===== src/rtl/mips_pkg.sv =====
// Shared definitions for the MIPS fetch path: reset vector, instruction width,
// the buffered fetch entry and the word-alignment helper.
package mips_pkg;

    localparam logic [31:0] RESET_PC  = 32'h0000_3000;
    localparam int          INSTR_W   = 32;
    localparam logic [INSTR_W-1:0] NOP_INSTR = 32'h0000_0000;

    typedef struct packed {
        logic [31:0]        pc;
        logic [INSTR_W-1:0] instr;
    } fetch_entry_t;

    function automatic logic [31:0] word_addr(input logic [31:0] addr);
        return {addr[31:2], 2'b00};
    endfunction

endpackage


===== src/rtl/ifetch_fifo.sv =====
// Instruction buffer between memory responses and decode: a synchronous FIFO
// of {pc, instr} entries where clear overrides push and pop.
import mips_pkg::*;

module ifetch_fifo #(
    parameter int DEPTH = 2
) (
    input  logic                   clk,
    input  logic                   rst,
    input  logic                   push,
    input  logic                   pop,
    input  logic                   clear,
    input  fetch_entry_t           wdata,
    output fetch_entry_t           rdata,
    output logic [$clog2(DEPTH):0] count,
    output logic                   empty,
    output logic                   full
);

    localparam int AW = $clog2(DEPTH);
    localparam int CW = AW + 1;

    fetch_entry_t   mem_r [DEPTH];
    logic [AW-1:0]  wr_ptr_r;
    logic [AW-1:0]  rd_ptr_r;
    logic [CW-1:0]  count_r;
    logic           push_ok_s;
    logic           pop_ok_s;

    assign empty     = (count_r == {CW{1'b0}});
    assign full      = (count_r == CW'(DEPTH));
    assign pop_ok_s  = pop && !empty;
    // A push into a full buffer is only taken when the head leaves the same cycle.
    assign push_ok_s = push && (!full || pop_ok_s);
    assign rdata     = mem_r[rd_ptr_r];
    assign count     = count_r;

    // Storage, pointers and occupancy.
    always_ff @(posedge clk) begin
        if (rst) begin
            wr_ptr_r <= {AW{1'b0}};
            rd_ptr_r <= {AW{1'b0}};
            count_r  <= {CW{1'b0}};
            for (int i = 0; i < DEPTH; i++) begin
                mem_r[i] <= '{pc: 32'h0000_0000, instr: NOP_INSTR};
            end
        end else if (clear) begin
            wr_ptr_r <= {AW{1'b0}};
            rd_ptr_r <= {AW{1'b0}};
            count_r  <= {CW{1'b0}};
        end else begin
            if (push_ok_s) begin
                mem_r[wr_ptr_r] <= wdata;
                wr_ptr_r        <= wr_ptr_r + AW'(1);
            end
            if (pop_ok_s) begin
                rd_ptr_r <= rd_ptr_r + AW'(1);
            end
            case ({push_ok_s, pop_ok_s})
                2'b10:   count_r <= count_r + CW'(1);
                2'b01:   count_r <= count_r - CW'(1);
                default: count_r <= count_r;
            endcase
        end
    end

endmodule


===== src/rtl/ifetch_unit.sv =====
// Instruction-fetch stage: issues one read at a time to instruction memory,
// buffers returned words with their PCs and hands them to decode.
import mips_pkg::*;

module ifetch_unit #(
    parameter int DEPTH = 2
) (
    input  logic               clk,
    input  logic               rst,
    input  logic [31:0]        pc,
    output logic               pc_en,
    input  logic               flush,
    output logic               imem_req,
    output logic [31:0]        imem_addr,
    input  logic               imem_gnt,
    input  logic               imem_rvalid,
    input  logic [INSTR_W-1:0] imem_rdata,
    output logic               id_valid,
    output logic [INSTR_W-1:0] id_instr,
    output logic [31:0]        id_pc,
    input  logic               id_ready
);

    localparam int CW = $clog2(DEPTH) + 1;

    logic           outstanding_r;
    logic           drop_r;
    logic [31:0]    req_pc_r;
    logic           req_s;
    logic           grant_s;
    logic           deq_s;
    logic           credit_s;
    logic           resp_s;
    logic           push_s;
    logic           empty_s;
    logic           full_s;
    logic [CW-1:0]  count_s;
    logic [CW-1:0]  occupancy_s;
    fetch_entry_t   head_s;
    fetch_entry_t   wdata_s;

    assign deq_s       = !empty_s && id_ready;
    // The in-flight read already owns a slot, so it counts against the buffer.
    assign occupancy_s = count_s + CW'(outstanding_r);
    assign credit_s    = (!full_s && (occupancy_s < CW'(DEPTH))) || deq_s;

    // Request only when no read is pending (or it completes now) and a slot is free.
    always_comb begin
        req_s = 1'b0;
        if (!rst && !flush && (!outstanding_r || imem_rvalid) && credit_s) begin
            req_s = 1'b1;
        end else begin
            req_s = 1'b0;
        end
    end

    assign grant_s   = req_s && imem_gnt;
    assign resp_s    = imem_rvalid && outstanding_r;
    assign push_s    = resp_s && !drop_r && !flush;
    assign wdata_s   = '{pc: req_pc_r, instr: imem_rdata};

    assign imem_req  = req_s;
    assign imem_addr = word_addr(pc);
    assign pc_en     = !rst && (flush || grant_s);

    assign id_valid  = !empty_s;
    assign id_instr  = head_s.instr;
    assign id_pc     = head_s.pc;

    // Outstanding-read and late-response drop tracking.
    always_ff @(posedge clk) begin
        if (rst) begin
            outstanding_r <= 1'b0;
            drop_r        <= 1'b0;
            req_pc_r      <= RESET_PC;
        end else begin
            if (grant_s) begin
                outstanding_r <= 1'b1;
                req_pc_r      <= pc;
            end else if (resp_s) begin
                outstanding_r <= 1'b0;
            end
            if (flush) begin
                drop_r <= outstanding_r && !imem_rvalid;
            end else if (resp_s) begin
                drop_r <= 1'b0;
            end
        end
    end

    ifetch_fifo #(.DEPTH(DEPTH)) u_fifo (
        .clk   (clk),
        .rst   (rst),
        .push  (push_s),
        .pop   (deq_s),
        .clear (flush),
        .wdata (wdata_s),
        .rdata (head_s),
        .count (count_s),
        .empty (empty_s),
        .full  (full_s)
    );

endmodule


===== config.mk =====
export PLATFORM = sky130hd
export DESIGN_NAME = ifetch_unit
export DESIGN_NICKNAME = d
export VERILOG_FILES = /design/src/rtl/mips_pkg.sv /design/src/rtl/ifetch_fifo.sv /design/src/rtl/ifetch_unit.sv
export SDC_FILE = /design/constraint.sdc
export NUM_CORES = 1
export LEC_CHECK = 0
export CORE_AREA = 3 3 161 101
export DETAILED_ROUTE_END_ITERATION = 8
export DIE_AREA = 0 0 164 104
export PLACE_DENSITY_LB_ADDON = 0.05
export SLEW_MARGIN = 20
export SYNTH_ARGS = -nofsm -noshare
export SYNTH_HDL_FRONTEND = slang
export SYNTH_SLANG_ARGS = --single-unit

===== constraint.sdc =====
create_clock -name clk -period 7 [get_ports clk]
set_input_delay 1.75 -clock clk [delete_from_list [all_inputs] [get_ports clk]]
set_output_delay 1.75 -clock clk [all_outputs]
set_load 0.05 [all_outputs]

==> impl_metrics.ini <==
[grt]
track_usage_pct = 19.2
grt_overflow_total = 0
grt_pass1_vias = 4914
grt_pass1_wl_um = 25500
antenna_found_initial = 1
grt_max_degree = 65

[hold_path]
min_path_type = register to register

[synth]
synth_edf_count = 128
synthAdderAreaFrac_pct = 0.170
async_flop_share_pct = 0
synth-simple-area-share_pct = 15.9
synth_top_family_by_area = simple AND/OR/NAND/NOR gates
ys_seq_elements = 167
yosysWarnings = 0
synth_xor_area_share_pct = 0.594
ys_seq_area_share_pct = 62.7
synth_mux_area_share_pct = 10.2
synth-compound-area-share_pct = 4.82
avgSynthCellArea_um2 = 13.1
syn_inst = 565
synth_flop_cell = edfxtp_1
synth.distinct_cells = 30
synth_area_um2 = 7370

[sta]
finalCritPeriodShare_pct = 85.3
grt_setup_unrepaired = no
hold_viol = 0
setup_slack_ns = 1.03
whs_ns = 0.485
skew_ns = 0.00841
relSlewSlack_pct = 30.5
min_period_ns = 5.97
max_freq_mhz = 168
tightest_slew_ns = 1.04
slew_viol_final = 0
setup_viol = 0
setup_tns_ns = 0

[worst_setup_path]
cp_slowest_cell = clkdlybuf4s50_1
critical-path-top-delay-family = buffers and inverters
critPathRequiredTime_ns = 5.25
path_buf_inv = 3
path_class = primary input to output port
slowest_delay_ns = 0.83
cp_max_fo = 32
cp-end-kind = output port
critPathArrivalTime_ns = 4.22
worstSetupStartpointType = primary input
worstPathCellList = clkdlybuf4s50_1 > nor2_1 > and3_1 > buf_4 > a21oi_1 > nor2_1 > clkdlybuf4s50_1

[die]
rows = 35
die_y_um = 104
core_um2 = 15000
initial_core_util_pct = 49.1
die_w_um = 164
die_area_um2 = 17100
pin_count = 169

[cts]
cts_tree = built
clock_path_buffers = 2
clk_latency_ns = 0.42
ctsHoldBuffers = 0
cts_setup_buffers = 0
cts_resized = 0
cts.sinks = 167
htree_levels = 4
clk_pin_slew_ns = 0.06
cts_root_buf = clkbuf_16
cts_made_buffers = 17

[route]
drt-wirelength-per-cell_um = 17.5
drc = 0
routed_wl_um = 15900
drtIter0Drc = 294
vias = 4692
ant_nets = 0
avgViaCountPerCell = 5.18
first_pass_iters = 5

[power_and_ir_drop]
p_clk_share_pct = 40.4
peakVddDrop_mv = 0.133
power_density_nw_per_um2 = 238
p_switching_w = 0.000554
p_sw_share_pct = 24.3
seqPwrFrac_pct = 48.7
p_leak_nw = 3.46
power_frac_comb_pct = 10.9
p_int_w = 0.00172

[cells_and_area]
nFillCells = 1162
final_common_cell = clkdlybuf4s50_1
layout_common_cells = 165 x clkdlybuf4s50_1, 128 x edfxtp_1, 72 x and2_1, 65 x mux2_2, 57 x and2_2
layout.nets = 760
drive_gt1_share_pct = 24.1
utilization_pct = 63.7
instances_no_fill = 905
diodes = 0
syn_to_final_growth_pct = 29.8

[placement]
gp_congestion = 0.752
io_buffers = 166
dp_cells = 873
hpwl_um = 9760
pre_cts_ws_ns = 1.04

[outcome]
status = completed

[flow_run]
max-cap-violations = 0
==> worst reg2reg max path: stages (launching register included) <==
cell and delay [ns]:
dfxtp_1 0.43, nor2_1 0.08, a2111o_2 0.60, o21bai_4 0.84, buf_4 0.45
==> layout make-up <==
cell class | count | area [um^2] | area share [%]
Timing Repair Buffer | 174 | 1720 | 18.0
Sequential cell | 167 | 4630 | 48.3
Clock buffer | 19 | 433 | 4.52
Inverter | 1 | 3.75 | 0.0392
Clock inverter | 13 | 145 | 1.52
Tap cell | 203 | 254 | 2.65
Multi-Input combinational cell | 328 | 2390 | 24.9
==> power by group through the flow <==
| stage | combinational, W | sequential (W) | clock, W |
|---|---|---|---|
| after global routing | 0.000260 | 0.00111 | 0.000976 |
| after CTS | 0.000250 | 0.00111 | 0.000935 |
| after global placement | 0.000248 | 0.00113 | 0 |
| after detailed placement | 0.000248 | 0.00113 | 0 |
| after floorplan | 0.000155 | 0.00113 | 0 |
| final | 0.000248 | 0.00111 | 0.000920 |
==> path summary, 6_finish.rpt <==
path / cells after the start / slack, ns / end / startpoint
max: 7 / 1.03 / pc_en / flush
min: 2 / 0.48 / req_pc_r[0] / req_pc_r[0]
max reg2reg: 4 / 4.27 / u_fifo.mem_r[1][55] / u_fifo.count[0]
min reg2reg: 2 / 0.48 / req_pc_r[0] / req_pc_r[0]
==> state kept, by name (all words and copies together) (netlist names), named ones only <==
register,flops
req_pc_r,32
u_fifo.rd_ptr_r,1
u_fifo.mem_r,128
drop_r,1
outstanding_r,1
u_fifo.count,2
u_fifo.wr_ptr_r,1
==> layer usage <==
metal	GRT usage, %	up-vias	share of wire (%)
li1	-	2222	-
met1	26.2	2312	45
met2	31.1	148	48
met3	5.05	8	5.8
met4	4.16	2	0.57
met5	0	-	0.11
==> Yosys cell counts (2+ instances only) <==
| master | number | area [um^2] |
|---|---|---|
| a21oi_1 | 34 | 170 |
| and2_1 | 72 | 450 |
| and2_2 | 57 | 428 |
| and3_1 | 2 | 12.5 |
| buf_4 | 32 | 240 |
| clkbuf_1 | 24 | 90.1 |
| clkbuf_2 | 12 | 60.1 |
| dfxtp_1 | 39 | 781 |
| edfxtp_1 | 128 | 3840 |
| mux2_2 | 65 | 732 |
| mux2i_1 | 2 | 20.0 |
| nand2_1 | 3 | 11.3 |
| nand3_1 | 32 | 160 |
| nor2_1 | 7 | 26.3 |
| nor3_1 | 7 | 35.0 |
| nor3_4 | 2 | 32.5 |
| o21ai_0 | 30 | 150 |
| o21bai_1 | 2 | 15.0 |
| xnor2_1 | 4 | 35.0 |
==> through the flow <==
stage                     cell area [um^2]  total power (W)
after floorplan                       7380          0.00128
after global placement                8980          0.00138
after detailed placement              9000          0.00138
after CTS                             9570          0.00229
after global routing                  9570          0.00235
final                                 9570          0.00228
==> cell families after synthesis <==
kind of cell	count (synthesis)
xor gates and xnor gates	5
muxes	67
other	1
AOI/OAI and AO/OA	68
DFF	167
and+or+nand+nor	185
buffers and inverters	71
adders and majority gates	1
(Power assumes the default switching activity.)
